**src/rtl/vga_timing_gen.sv**
```systemverilog
// -----------------------------------------------------------------------------
// vga_timing_gen
//
// Generates the 640x480@60 Hz VGA raster from the 100 MHz system clock. A
// clock divider produces a pixel-rate advance. On each advance the column and
// line counters step. The sync pulses, the visible-area qualifier and the
// per-pixel / per-frame strobes are registered alongside the counters.
//
// Ports:
//   clk          in   system clock (100 MHz)
//   rst          in   asynchronous, active-high reset
//   hCount[9:0]  out  current pixel column, 0..H_TOTAL-1
//   vCount[9:0]  out  current line, 0..V_TOTAL-1
//   hSync        out  horizontal sync, active low (hCount < H_SYNC)
//   vSync        out  vertical sync, active low (vCount < V_SYNC)
//   bright       out  high inside the visible window (inclusive bounds)
//   pix_tick     out  one-clk pulse in the first clk cycle of each new pixel
//   frame_start  out  one-clk pulse in the first clk cycle of pixel (0,0)
// -----------------------------------------------------------------------------
module vga_timing_gen #(
    parameter int CLK_DIV        = 4,    // system clocks per pixel, 1..16
    parameter int H_TOTAL        = 800,  // pixels per line, <= 1024
    parameter int H_SYNC         = 96,
    parameter int H_BRIGHT_START = 144,
    parameter int H_BRIGHT_END   = 783,
    parameter int V_TOTAL        = 525,  // lines per frame, <= 1024
    parameter int V_SYNC         = 2,
    parameter int V_BRIGHT_START = 35,
    parameter int V_BRIGHT_END   = 514
) (
    input  logic       clk,
    input  logic       rst,
    output logic [9:0] hCount,
    output logic [9:0] vCount,
    output logic       hSync,
    output logic       vSync,
    output logic       bright,
    output logic       pix_tick,
    output logic       frame_start
);

    // All counter comparisons are unsigned 10-bit. The constants are sized
    // once here so that every compare below is width-matched.
    localparam logic [3:0] DIV_LAST = 4'(CLK_DIV - 1);
    localparam logic [9:0] H_LAST   = 10'(H_TOTAL - 1);
    localparam logic [9:0] V_LAST   = 10'(V_TOTAL - 1);
    localparam logic [9:0] H_SYNC_W = 10'(H_SYNC);
    localparam logic [9:0] V_SYNC_W = 10'(V_SYNC);
    localparam logic [9:0] H_BR_LO  = 10'(H_BRIGHT_START);
    localparam logic [9:0] H_BR_HI  = 10'(H_BRIGHT_END);
    localparam logic [9:0] V_BR_LO  = 10'(V_BRIGHT_START);
    localparam logic [9:0] V_BR_HI  = 10'(V_BRIGHT_END);

    logic [3:0] div;
    logic       advance;
    logic [9:0] h_next;
    logic [9:0] v_next;
    logic       h_sync_next;
    logic       v_sync_next;
    logic       bright_next;

    // With CLK_DIV = 1 DIV_LAST is 0, so div stays at 0 and every edge
    // advances. pix_tick then stays high after the first edge.
    assign advance = (div == DIV_LAST);

    // Next raster position. The counters hold between advances, so the
    // decodes below are evaluated on the value the counters will hold.
    // Decoding the next value lets each registered output change on the same
    // edge as the counters.
    always_comb begin
        h_next = hCount;
        v_next = vCount;
        if (advance) begin
            if (hCount == H_LAST) begin
                h_next = '0;
                if (vCount == V_LAST) begin
                    v_next = '0;
                end else begin
                    v_next = vCount + 10'd1;
                end
            end else begin
                h_next = hCount + 10'd1;
            end
        end
    end

    always_comb begin
        h_sync_next = ~(h_next < H_SYNC_W);
        v_sync_next = ~(v_next < V_SYNC_W);
        bright_next = (h_next >= H_BR_LO) && (h_next <= H_BR_HI) &&
                      (v_next >= V_BR_LO) && (v_next <= V_BR_HI);
    end

    // Reset puts the raster at (0,0), which is inside both sync pulses. The
    // syncs are therefore low during reset, and no strobe is emitted.
    always_ff @(posedge clk or posedge rst) begin
        if (rst) begin
            div         <= '0;
            hCount      <= '0;
            vCount      <= '0;
            hSync       <= 1'b0;
            vSync       <= 1'b0;
            bright      <= 1'b0;
            pix_tick    <= 1'b0;
            frame_start <= 1'b0;
        end else begin
            div         <= advance ? 4'd0 : div + 4'd1;
            hCount      <= h_next;
            vCount      <= v_next;
            hSync       <= h_sync_next;
            vSync       <= v_sync_next;
            bright      <= bright_next;
            pix_tick    <= advance;
            frame_start <= advance && (h_next == 10'd0) && (v_next == 10'd0);
        end
    end

endmodule

```
**config.mk**
```make
export PLATFORM = sky130hd
export DESIGN_NAME = vga_timing_gen
export DESIGN_NICKNAME = d
export VERILOG_FILES = /design/src/rtl/vga_timing_gen.sv
export SDC_FILE = /design/constraint.sdc
export NUM_CORES = 1
export LEC_CHECK = 0
export CAP_MARGIN = 10
export CORE_ASPECT_RATIO = 1.25
export CORE_MARGIN = 1
export CORE_UTILIZATION = 35
export CTS_CLUSTER_DIAMETER = 50
export DETAILED_ROUTE_END_ITERATION = 12
export DONT_BUFFER_PORTS = 1
export PLACE_DENSITY = 0.54
export RECOVER_POWER = 25
export SLEW_MARGIN = 25
export SYNTH_ARGS = -nofsm -noshare
export SYNTH_HDL_FRONTEND = slang
export SYNTH_SLANG_ARGS = --single-unit
```
**constraint.sdc**
```tcl
create_clock -name clk -period 3.43 [get_ports clk]
set_input_delay 0.1715 -clock clk [delete_from_list [all_inputs] [get_ports clk]]
set_output_delay 0.1715 -clock clk [all_outputs]
set_load 0.01 [all_outputs]
```
==> summary.md <==
The final routed wire length divided by cell count was 15.33 um. The critical path starts at div[0]. TritonCTS built the clock tree. The initial standard-cell utilization of the core came out at 37.12%. In this run the most used layer during global routing was met2.

The critical path goes through ha_1 -> or3b_4 -> nor4_4 -> nand4_1 -> xor2_1 -> nand4_1 -> or4_4 -> nor2_1. The post-synthesis cell type with the largest combined area was sky130_fd_sc_hd__dfrtp_1. Following the worst setup path forward leads to its endpoint at frame_start.

During placement, the flow inserted port buffers numbering 0. For the placement-stage worst setup slack, the log shows 0.7297 ns. The hold violation count in the final report is 0, and the mapped cell area is 1655 um2.

The leftover overflow at the end of global routing is 0, and the setup slack after layout is 0.7096 ns. The path depth of the worst reg2reg path came out at 8. The logs give 1,309 for the vias after detailed routing and 0 for the number of setup buffers added after CTS. Yosys attributes the largest share of cell area to sky130_fd_sc_hd__dfrtp_1 44%, sky130_fd_sc_hd__xor2_1 3.7%, sky130_fd_sc_hd__nand2_1 3.4%. VDD sags by at most 197.7 uV. The logs give 0.71 ns for the register-to-register setup slack and 471 for the number of fill cells. The area of all placed cells without fillers came out at 1827 um2.

The H-tree was split into 2 levels. The floorplan step defined a die boundary enclosing 5010 um2. Among all flip-flop cells after synthesis, the most frequent one is sky130_fd_sc_hd__dfrtp_1.

In this run the core area contains 27 standard-cell rows. Clock-pin slew was measured on the worst setup and hold paths at 0.06 ns. Counting flops with a built-in enable in the synthesized netlist gives 0.

Mean instance size in the synthesized netlist: 9.853 um2. Counting every net in the synthesized netlist gives 174. The die is 63.51 um wide.

For this design the static power due to leakage is 0.8457 nW. Global routing consumed, on the met3 layer, 5.603% of the routing resources. Clock skew on the completed layout was measured at 0.005229 ns. Final critical path time including I/O delays and setup: 2.720 ns. At the worst endpoint, the arrival time is 2.93 ns.

The mean number of vias per cell was 5.618. The run finished with clean final reports. The final weighted congestion of routability-driven global placement was 0.8184; the area added between synthesis and finish was 10.36%. After synthesis, the share of flip-flops with an asynchronous set or reset is 100.0%. The die is 78.89 um tall. The repair_antennas step left the layout with diodes totalling 0.

The core area came out at 4459 um2. The first detailed-routing pass took 4 iterations. Across the run, the number of max-cap violations was 0. The root buffer cell chosen for the clock tree is sky130_fd_sc_hd__clkbuf_8. The total placed instance area was 1715 um2; the number of warnings printed during yosys synthesis was 0. The critical path capture point type was a flop. The startpoint-to-endpoint class of the critical path is reg -> reg. Counting every instance in the synthesized netlist gives 168. Area share of the leading cell type in the synthesized netlist: 43.84%. Maximum fanout count along the critical path: 12. The worst hold path begins at div[0]. Summed over all failing endpoints, the final setup total negative slack is 0 ns.

The endpoint identified for the worst register-to-register timing path is frame_start. The logs give 3.64 ns for the worst endpoint required time and 27.34% for the global-route met2 utilization. The logs give 16.97% for the global routing usage on met1 and 2 for the maximum clock path buffer count. The tools report the DRC violations left as 0.

On the worst path, the slowest cell contributes a delay of 0.50 ns. The tools report the clock insertion delay at the later pin of the skew report as 0.28 ns. The wire length of the first global-routing pass is 6175 um, and the via count of the first global-routing pass is 1,320. The tools report the max-slew violation count as 0.

The worst-margin pin slew came out at 1.087 ns. Most prevalent standard cell on the critical path: sky130_fd_sc_hd__nand4_1. 27 I/O pins were placed. The final worst-path cycle share is 79.31%, and the utilization after layout is 40.97%. The initial antenna violation count was 0; the total of endpoints with negative setup slack in the final report was 0.

In this run the critical register-to-register path is launched from div[0]. The worst pin sits at a relative slew slack of 27.43%. The clock sink count was 29; the power per cell area was 359.6 nW/um2. After synthesis the netlist holds a flip-flop and latch count of 29. Entering global routing, the biggest net connects 30 pins. In the final design database the tool counted 180 nets. Setup repair after global routing left no endpoint under its margin. For the final routed wirelength across all metal layers, the log shows 3571 um.

The path class of the tightest hold or removal check is reg -> reg. After the first detailed-routing iteration, the DRC count stood at 64. The slowest stage of the critical path belongs to the cell sky130_fd_sc_hd__or4_4. The share of the Yosys chip area taken by registers is 43.84%.

Cells with a size suffix above 1 make up 15.43% of the layout. TritonCTS buffer count: 5. For the post-synthesis cell type count, the log shows 54. Type of element launching the critical path: a flop.

Detailed-placement wirelength estimate: 2685 um. The detail route stage leaves a number of antenna-violating nets equal to 0. The run gives 367.6 MHz as the maximum frequency from static timing analysis.

Global routing used 16.23% of the available tracks across all layers.
## kinds of logic after synthesis
| group | after synthesis | share of synthesized area [%] |
|---|---|---|
| buf+inv | 16 | 4.383 |
| compound gates | 31 | 13.68 |
| flops | 29 | 43.84 |
| simple gates | 76 | 28.72 |
| xor+xnor | 12 | 6.349 |
| fa+ha+maj | 4 | 3.024 |
## worst min path at each step
stage	to	slack (ns)	cells after the start
final	div[0]	0.46	1
after CTS	hCount[6]	0.44	2
after global routing	div[0]	0.50	1
after global placement	vCount[2]	0.39	1
after detailed placement	vCount[2]	0.17	1
after floorplan	bright	0.25	1
## repair_timing
item                      4_1_cts  5_1_grt
gates resized for setup         0        0
hold buffers                    1        0
hold endpoints to repair       29        0
## layout by cell type, fill, tap and decap left out, types with 2 or more instances in the layout
cell,n
sky130_fd_sc_hd__nor3_1,6
sky130_fd_sc_hd__nand3_1,8
sky130_fd_sc_hd__xnor2_1,5
sky130_fd_sc_hd__ha_1,4
sky130_fd_sc_hd__nand2_1,15
sky130_fd_sc_hd__inv_1,11
sky130_fd_sc_hd__nor4b_1,2
sky130_fd_sc_hd__or4b_4,2
sky130_fd_sc_hd__buf_4,2
sky130_fd_sc_hd__nor2b_1,3
sky130_fd_sc_hd__o21ai_0,7
sky130_fd_sc_hd__o31ai_1,2
sky130_fd_sc_hd__and3_1,2
sky130_fd_sc_hd__a21oi_1,3
sky130_fd_sc_hd__dfrtp_1,29
sky130_fd_sc_hd__clkbuf_8,7
sky130_fd_sc_hd__nand2_2,2
sky130_fd_sc_hd__nor4_1,2
sky130_fd_sc_hd__nand4_1,9
sky130_fd_sc_hd__o21ai_1,2
sky130_fd_sc_hd__nor2_1,11
sky130_fd_sc_hd__xor2_1,7
sky130_fd_sc_hd__or4_1,2
sky130_fd_sc_hd__nor4_4,2
## worst max-delay path, delay by kind of cell, from the launching register on
| kind | cells | cell delay [ns] |
|---|---|---|
| XOR/XNOR | 1 | 0.31 |
| flip-flops | 1 | 0.36 |
| AND/OR/NAND/NOR | 6 | 1.80 |
| adder cells (fa/ha/maj) | 1 | 0.18 |
## cell usage after synthesis (2+ instances only)
master,instances
sky130_fd_sc_hd__dfrtp_1,29
sky130_fd_sc_hd__nand2_1,15
sky130_fd_sc_hd__inv_1,11
sky130_fd_sc_hd__nor2_1,11
sky130_fd_sc_hd__nand4_1,9
sky130_fd_sc_hd__nand3_1,8
sky130_fd_sc_hd__o21ai_0,7
sky130_fd_sc_hd__xor2_1,7
sky130_fd_sc_hd__nor3_1,6
sky130_fd_sc_hd__xnor2_1,5
sky130_fd_sc_hd__ha_1,4
sky130_fd_sc_hd__a21oi_1,3
sky130_fd_sc_hd__nor2b_1,3
sky130_fd_sc_hd__and3_1,2
sky130_fd_sc_hd__nand2_2,2
sky130_fd_sc_hd__nor4_1,2
sky130_fd_sc_hd__nor4_4,2
sky130_fd_sc_hd__nor4b_1,2
sky130_fd_sc_hd__o21ai_1,2
sky130_fd_sc_hd__o31ai_1,2
sky130_fd_sc_hd__or4_1,2
sky130_fd_sc_hd__or4b_4,2
## sequential cells by signal (all words and copies together) (netlist names)
signal / count
vCount: 10
div: 4
frame_start: 1
vSync: 1
pix_tick: 1
hCount: 10
bright: 1
hSync: 1
## through the flow
step / power [mW] / hold slack (ns) / cells
after global routing: 0.6829 / 0.5021 / 233
after floorplan: 0.3534 / 0.2496 / 168
after detailed placement: 0.3557 / 0.1725 / 224
final: 0.6569 / 0.4595 / 233
after global placement: 0.3553 / 0.3863 / 224
after CTS: 0.6719 / 0.4405 / 233
## power breakdown
part	internal, mW	total, mW	switching (mW)
logic	0.000823	0.00728	0.00646
registers	0.342	0.342	0
clock network	0.181	0.307	0.127
## cell type report
type | instances | area (um2) | share of cell area (%)
clock buffers | 7 | 96.34 | 5.274
clock inverters | 1 | 5.005 | 0.2740
inverters | 12 | 45.04 | 2.466
multi-input cells | 123 | 857.1 | 46.92
flip-flops and latches | 29 | 725.7 | 39.73
well taps | 58 | 72.57 | 3.973
repair buffers | 3 | 25.02 | 1.370
## metal layers
metal | wire length [um] | share of wire (%)
met1 | 1472 | 41
met2 | 1701 | 48
met3 | 248 | 6.9
met4 | 148 | 4.1
met5 | 0 | 0
Note: power is estimated with default switching activity, not from simulation.
